### src/rtl/clock_gate_ctrl.sv
// Enable-side controller for the core clock gate: drains, holds, gates and re-wakes the
// core domain from the free-running clock, and measures how long each sleep lasted.
module clock_gate_ctrl #(
    parameter int IDLE_HOLD  = 4,
    parameter int WAKE_DELAY = 2,
    parameter int CNT_W      = 16
) (
    input  logic             clk_i,
    input  logic             rst_i,
    input  logic             sleep_req_i,
    input  logic             wake_req_i,
    input  logic             busy_i,
    input  logic             scan_en_i,
    output logic             gate_en_o,
    output logic             sleep_ack_o,
    output logic             awake_o,
    output logic [CNT_W-1:0] sleep_cycles_o,
    output logic [2:0]       dbg_state
);

    // sleep_req_i/wake_req_i are levels, not pulses: sleep_ack_o stays 1 for as long as the
    // clock is gated and awake_o stays 1 for as long as the domain is usable.

    localparam int MAX_CNT = (IDLE_HOLD > WAKE_DELAY) ? IDLE_HOLD : WAKE_DELAY;
    localparam int CW      = (MAX_CNT > 1) ? $clog2(MAX_CNT) : 1;
    localparam logic [CW-1:0] HOLD_INIT = CW'(IDLE_HOLD - 1);
    localparam logic [CW-1:0] WAKE_INIT = CW'(WAKE_DELAY - 1);
    localparam logic [CNT_W-1:0] CYC_ONE = {{(CNT_W-1){1'b0}}, 1'b1};

    typedef enum logic [2:0] {
        S_RUN   = 3'd0,
        S_DRAIN = 3'd1,
        S_HOLD  = 3'd2,
        S_SLEEP = 3'd3,
        S_WAKE  = 3'd4
    } state_t;

    state_t            state_q, state_d;
    logic [CW-1:0]     cnt_q, cnt_d;
    logic              gate_en_q;
    logic              sleep_ack_q;
    logic              awake_q;
    logic [CNT_W-1:0]  sleep_cycles_q;

    always_ff @(posedge clk_i or posedge rst_i) begin
        if (rst_i) begin
            state_q <= S_RUN;
            cnt_q   <= '0;
        end else begin
            state_q <= state_d;
            cnt_q   <= cnt_d;
        end
    end

    // In DRAIN/HOLD an abort (wake or dropped request) beats busy, which beats the count.
    always_comb begin
        state_d = state_q;
        cnt_d   = cnt_q;
        case (state_q)
            S_RUN: begin
                if (sleep_req_i && !wake_req_i) state_d = S_DRAIN;
            end
            S_DRAIN: begin
                if (wake_req_i || !sleep_req_i) begin
                    state_d = S_RUN;
                end else if (!busy_i) begin
                    state_d = S_HOLD;
                    cnt_d   = HOLD_INIT;
                end
            end
            S_HOLD: begin
                if (wake_req_i || !sleep_req_i) begin
                    state_d = S_RUN;
                end else if (busy_i) begin
                    state_d = S_DRAIN;
                end else if (cnt_q == '0) begin
                    state_d = S_SLEEP;
                end else begin
                    cnt_d = cnt_q - CW'(1);
                end
            end
            S_SLEEP: begin
                if (wake_req_i) begin
                    state_d = S_WAKE;
                    cnt_d   = WAKE_INIT;
                end
            end
            S_WAKE: begin
                if (cnt_q == '0) state_d = S_RUN;
                else             cnt_d   = cnt_q - CW'(1);
            end
            default: state_d = S_RUN;
        endcase
    end

    // Outputs are flopped from the next state so they switch on the edge that enters the state.
    always_ff @(posedge clk_i or posedge rst_i) begin
        if (rst_i) begin
            gate_en_q   <= 1'b1;
            sleep_ack_q <= 1'b0;
            awake_q     <= 1'b1;
        end else begin
            gate_en_q   <= (state_d != S_SLEEP);
            sleep_ack_q <= (state_d == S_SLEEP);
            awake_q     <= (state_d == S_RUN);
        end
    end

    // The cycle that enters SLEEP zeroes the count; every cycle spent in SLEEP adds one.
    always_ff @(posedge clk_i or posedge rst_i) begin
        if (rst_i) begin
            sleep_cycles_q <= '0;
        end else if (state_q == S_SLEEP) begin
            if (!(&sleep_cycles_q)) sleep_cycles_q <= sleep_cycles_q + CYC_ONE;
        end else if (state_d == S_SLEEP) begin
            sleep_cycles_q <= '0;
        end
    end

    assign gate_en_o      = gate_en_q | scan_en_i;
    assign sleep_ack_o    = sleep_ack_q;
    assign awake_o        = awake_q;
    assign sleep_cycles_o = sleep_cycles_q;
    assign dbg_state      = state_q;

endmodule
### config.mk
export PLATFORM = sky130hd
export DESIGN_NAME = clock_gate_ctrl
export DESIGN_NICKNAME = d
export VERILOG_FILES = /design/src/rtl/clock_gate_ctrl.sv
export SDC_FILE = /design/constraint.sdc
export NUM_CORES = 1
export LEC_CHECK = 0
export CAP_MARGIN = 10
export CORE_MARGIN = 2
export CORE_UTILIZATION = 50
export DETAILED_ROUTE_END_ITERATION = 6
export PLACE_DENSITY = 0.83
export RECOVER_POWER = 100
export SLEW_MARGIN = 30
export SYNTH_ARGS = -nofsm -noshare
export SYNTH_HDL_FRONTEND = slang
export SYNTH_SLANG_ARGS = --single-unit
### constraint.sdc
create_clock -name clk_i -period 2.7 [get_ports clk_i]
set_input_delay 0.54 -clock clk_i [delete_from_list [all_inputs] [get_ports clk_i]]
set_output_delay 0.54 -clock clk_i [all_outputs]
set_load 0.01 [all_outputs]
==> run summary, run 1 <==
Net Sw Power: 0.000287 W
Synthesis warning total: 0
Pins Over Slew Limit: 0
Sw frac: 0.298
DRC: 0
Grt ovf: 0
Vias: 1290
RSZ-0062 raised after global routing: false
I/O Buffers: 27
Crit-path cells: clkdlybuf4s50_1, or2_2, dlygate4sd3_1
H-tree Lvls: 1
R2R cell count: 4
HPWL Detailed: 2340 um
Post-DRT Antenna Nets: 0
Hold_sp: sleep_cycles_o[8]
Initial Util: 0.535
Lkg Pwr: 0.760 nW
Worst-skew pair later-pin latency: 0.33 ns
Worst Path Buf+Inv: 2
Critical Path RT: 2.16 ns
Drt pass-1 iters: 4
Largest net degree at the start of global routing: 25
Clk pwr share: 0.273
Die span in x: 58.5 um
Clock Path Buffers: 2
Die ar.: 3430 sq um
Layout cells sized above 1: 0.113
Clock Skew: 0.0150 ns
Placed Cells: 204
Largest cells by area after synthesis: dfrtp_1 37%, mux2i_1 6.1%, nand2_1 4.0%, o21ai_0 3.7%, dfstp_2 3.5%
P_int: 0.000676 W
First-pass GRT wire length: 5350 um
Synth area leader: dfrtp_1
Post-CTS Setup Bufs: 0
Final hold vios: 0
Synth unique cells: 51
Nets: 186
Gr usage total: 0.203
CP Launch Point: scan_en_i
Placement-stage cell area: 1730 sq um
CP max stage delay: 0.60 ns
Routed wire per std cell: 15.2 um
CTS sink count: 24
Number of synthesized flops with an enable pin: 0
Drt total wl: 3160 um
RR Startpoint: dbg_state[1]
Mean Syn Cell Area: 9.66 sq um
RePlAce Congestion: 0.823
Top-area cell type share of the netlist area: 0.370
Final period util: 0.878
Cell family with most CP delay: buffers and inverters
# diodes: 0
Hold buffer count at cts: 0
Setup TNS: 0 ns
Fill cell count: 260
Worst slew pin tran: 1.27 ns
Max Clock Freq: 422 MHz
HP Class: register to register
CTS tree: built
Rel. slew slack: 0.154
Initial antenna violation count: 0
Post_cts resized: 0
Max cap viols: 0
Worst Path Max Fanout: 1
Die H: 58.5 um
Yosys reg bits: 24
Final Critical Period: 2.37 ns
CTS Root Cell: clkbuf_4
Final setup viols: 0
Net Count, Synth: 162
Placeable Area: 2780 sq um
I/O pin total: 28
Drt initial violations: 67
Stages on worst setup path: 3
Reg power frac: 0.491
Area of the mapped netlist: 1490 sq um
Status: finished, final reports clean
Critical Path Source Type: input pin
Synthesis-to-finish area growth: 19.8%
Post-synth ARST share: 1.00
Post-route design area: 1780 sq um
Syn Inst Count: 154
WP data arrival: 1.83 ns
CTS buffer count: 3
Register area share after synthesis: 0.405
Synth Flop Type: dfrtp_1
Power per cell area: 541 nW/um^2
Final Core Density: 0.641
Worst vdd ir: 0.000464 V
Final Instance Count excl. Fillers: 208
CP max-delay cell: dlygate4sd3_1
Worst-path clk slew: 0.12 ns
Worst Hold Path Cells: 1
Combinational Power Share: 0.236
Number of vias per cell: 6.20
Vias in the first global route: 1208
Critical path class: input pin to output port
Site row count: 19
Worst Setup End Kind: output port
cells by family (layout without fill, tap and decap cells):
logic type | Yosys count | in the layout | share of synthesized area
and+or+nand+nor | 59 | 59 | 0.242
xor gates and xnor gates | 1 | 1 | 0.00589
muxes | 10 | 10 | 0.0681
buffers and inverters | 19 | 42 | 0.0732
DFF | 24 | 24 | 0.405
adders and majority gates | 2 | 2 | 0.0168
AOI/OAI and AO/OA | 39 | 39 | 0.188
stage by stage:
step | hold WS [ns] | total power, W | setup WS [ns]
detailed placement | 0.504 | 0.000726 | 0.346
floorplan | 0.492 | 0.000600 | 1.09
global route | 0.533 | 0.00101 | 0.313
finish | 0.518 | 0.000963 | 0.330
CTS | 0.522 | 0.000987 | 0.447
global placement | 0.480 | 0.000708 | 0.409
per-layer routing:
metal	vias to the layer above	track usage	part of all wire
li1	620	-	-
met4	0	0.0797	0.017
met3	8	0.0264	0.046
met1	621	0.249	0.42
met2	41	0.358	0.52
met5	-	0	0
area by class of cell:
type / count / area [sq um] / area share
multi-input cells: 111 / 776 / 0.435
flip-flops and latches: 24 / 603 / 0.338
well taps: 31 / 38.8 / 0.0218
clock inverters: 1 / 30.0 / 0.0169
repair buffers: 28 / 274 / 0.154
inverters: 10 / 37.5 / 0.0211
clock buffers: 3 / 22.5 / 0.0126
sequential cells by signal (all words and copies together), names as in the netlist:
register / cells
cnt_q: 2
dbg_state: 3
awake_o: 1
sleep_ack_o: 1
gate_en_q: 1
sleep_cycles_o: 16
worst reg2reg max path, stage by stage, from the launching register on:
cell	delay (ns)
dfrtp_1	0.60
nor4b_1	0.36
nand2_1	0.37
nand4_1	0.29
o311ai_0	0.15
worst paths after layout:
kind | endpoint | slack (ns)
worst max-delay path | gate_en_o | 0.33
worst min-delay path | sleep_cycles_o[8] | 0.52
worst max register to register | sleep_cycles_o[9] | 0.80
worst min register to register | sleep_cycles_o[8] | 0.52
max in group asynchronous | sleep_cycles_o[12] | 0.88
min in group asynchronous | dbg_state[0] | 1.06
synthesized netlist by cell type, drive strengths merged, types with 2 or more instances:
cell type and number:
nor4 3, clkbuf 2, nand2 16, a21oi 7, buf 7, and2 3, dfstp 2, nor4b 3
and3 5, nand2b 3, and4 2, o211ai 3, nor3 2, and3b 2, inv 10, nor2 6
a31oi 5, dfrtp 22, nand3 4, nand4 6, mux2i 9, o21ai 11, a211oi 2, ha 2
a21boi 2
power by group through the flow:
stage	combinational (W)	clock (W)	sequential, W
2_1_floorplan	0.000119	0	0.000481
3_3_place_gp	0.000230	0	0.000477
3_5_place_dp	0.000244	0	0.000482
4_1_cts	0.000245	0.000268	0.000474
5_1_grt	0.000251	0.000278	0.000485
6_report	0.000228	0.000263	0.000473
placed cells by master, fill, tap and decap left out, types with 5 or more instances in the layout:
cell	Yosys	layout
dfrtp_1	22	22
inv_1	10	10
dlygate4sd3_1	0	25
a21oi_1	6	6
mux2i_1	9	9
nand2_1	16	16
o21ai_0	11	11
nand4_1	6	6
nor2_1	6	6
a31oi_1	5	5
Note: power is estimated with default switching activity, not from simulation.
==> run 2, diff against run 1 <==
- CELL_PAD_IN_SITES_DETAIL_PLACEMENT: unset -> 2
- CELL_PAD_IN_SITES_GLOBAL_PLACEMENT: unset -> 2
- CORE_UTILIZATION: 50 -> 34
- PLACE_DENSITY: 0.83 -> 0.89
==> run summary, run 2 (synthesized netlist as in run 1, its figures left out) <==
Nets: 187
Worst Hold Path Cells: 1
Critical path class: input pin to output port
Power per cell area: 585 nW/um^2
Critical Path RT: 2.16 ns
Reg-to-reg slack, setup: 0.63 ns
Post-DRT Antenna Nets: 0
Final period util: 0.877
CTS Root Cell: clkbuf_8
HPWL Detailed: 3120 um
Worst Path Max Fanout: 1
Worst hold slack: 0.516 ns
RSZ-0062 raised after global routing: false
HP Class: register to register
Status: finished, final reports clean
Die ar.: 4920 sq um
Gr usage total: 0.201
Most frequent cells in the layout: 25 x dlygate4sd3_1, 22 x dfrtp_1, 16 x nand2_1
Post_cts resized: 0
DRC: 0
Most common cell after layout, fill and taps aside: dlygate4sd3_1
Layout cells sized above 1: 0.0955
Placeable Area: 4290 sq um
Worst Setup End Kind: output port
Vias: 1319
Vias in the first global route: 1499
Clock Skew: 0.00986 ns
H-tree Lvls: 1
Post-CTS Setup Bufs: 0
Synthesis-to-finish area growth: 21.0%
RR Endpoint: sleep_cycles_o[15]
CTS sink count: 24
CTS buffer count: 3
Final Critical Period: 2.37 ns
Site row count: 24
CTS tree: built
Critical Path Source Type: input pin
Worst slew pin tran: 1.42 ns
Drt initial violations: 73
Setup TNS: 0 ns
WP data arrival: 1.83 ns
Worst-path clk slew: 0.09 ns
Drt total wl: 4390 um
Rel. slew slack: 0.0527
Initial antenna violation count: 0
Final setup viols: 0
Hold buffer count at cts: 0
Max Clock Freq: 422 MHz
Lkg Pwr: 0.768 nW
I/O Buffers: 27
Worst vdd ir: 0.000203 V
R2R cell count: 4
Final Core Density: 0.419
WHS Endpoint: sleep_cycles_o[12]
Max cap viols: 0
Placement-stage cell area: 1770 sq um
# diodes: 0
Grt ovf: 0
Largest net degree at the start of global routing: 25
Die H: 70.1 um
Drt pass-1 iters: 4
Initial Util: 0.346
Routed wire per std cell: 19.1 um
Hold_sp: sleep_cycles_o[12]
First-pass GRT wire length: 7770 um
Pins Over Slew Limit: 0
Die span in x: 70.1 um
Number of vias per cell: 5.73
Post-route design area: 1800 sq um
RePlAce Congestion: 0.719
Final hold vios: 0
RR Startpoint: dbg_state[1]
Worst-skew pair later-pin latency: 0.28 ns
Clock Path Buffers: 2
I/O pin total: 28
Fill cell count: 494
Max FFs per register: 16
==> run 2: cell count changes in the layout (fill, tap and decap cells not counted) <==
cell / previous run / this run
a2111oi_0: 0 / 1
a2111oi_4: 1 / 0
nor4_2: 2 / 1
a211oi_1: 1 / 2
a211oi_2: 1 / 0
nor4_1: 1 / 2
clkbuf_8: 0 / 3
clkbuf_1: 1 / 2
clkbuf_4: 3 / 0
==> run 2: metrics by stage <==
step,instances,total power (W),setup slack [ns]
global placement,226,0.000713,0.469
finish,230,0.00105,0.332
floorplan,154,0.000600,1.09
global route,230,0.00112,0.313
CTS,230,0.00108,0.436
detailed placement,226,0.000745,0.376
==> run 2: metal layers <==
layer  up-vias  share of wire  track usage
met1       673           0.42        0.246
met2        23           0.54        0.362
li1        615              -            -
met4         0          0.018       0.0769
met3         8          0.020       0.0202
met5         -              0            0
==> run 2: worst max path at each step <==
| stage | from | endpoint | cells past startpoint | slack, ns |
|---|---|---|---|---|
| detailed placement | wake_req_i | sleep_cycles_o[9] | 5 | 0.38 |
| global route | scan_en_i | gate_en_o | 3 | 0.31 |
| CTS | scan_en_i | gate_en_o | 3 | 0.44 |
| finish | scan_en_i | gate_en_o | 3 | 0.33 |
| floorplan | sleep_cycles_o[3] | sleep_cycles_o[15] | 6 | 1.09 |
| global placement | scan_en_i | gate_en_o | 3 | 0.47 |
==> run 2: area by class of cell <==
type | count | area, sq um | share of cell area
clock inverter | 1 | 30.0 | 0.0167
inverter | 10 | 37.5 | 0.0208
sequential | 24 | 603 | 0.335
clock buffer | 3 | 41.3 | 0.0229
multi-input combinational | 111 | 746 | 0.414
timing repair buffer | 29 | 278 | 0.154
tap | 52 | 65.1 | 0.0361
==> run 2: critical path, cell delays in order <==
cell	delay (ns)
clkdlybuf4s50_1	0.39
or2_2	0.28
dlygate4sd3_1	0.61
==> run 2: power breakdown <==
group | internal [W] | switching [W]
sequential | 0.000411 | 0.0000673
combinational | 0.000116 | 0.000122
clock | 0.000199 | 0.000137
total | 0.000726 | 0.000327
==> run 3, diff against run 2 <==
- CTS_CLUSTER_DIAMETER: unset -> 200
==> results of run 3 <==
Same layout as run 2: the final DEF is identical, and so are final timing and power.
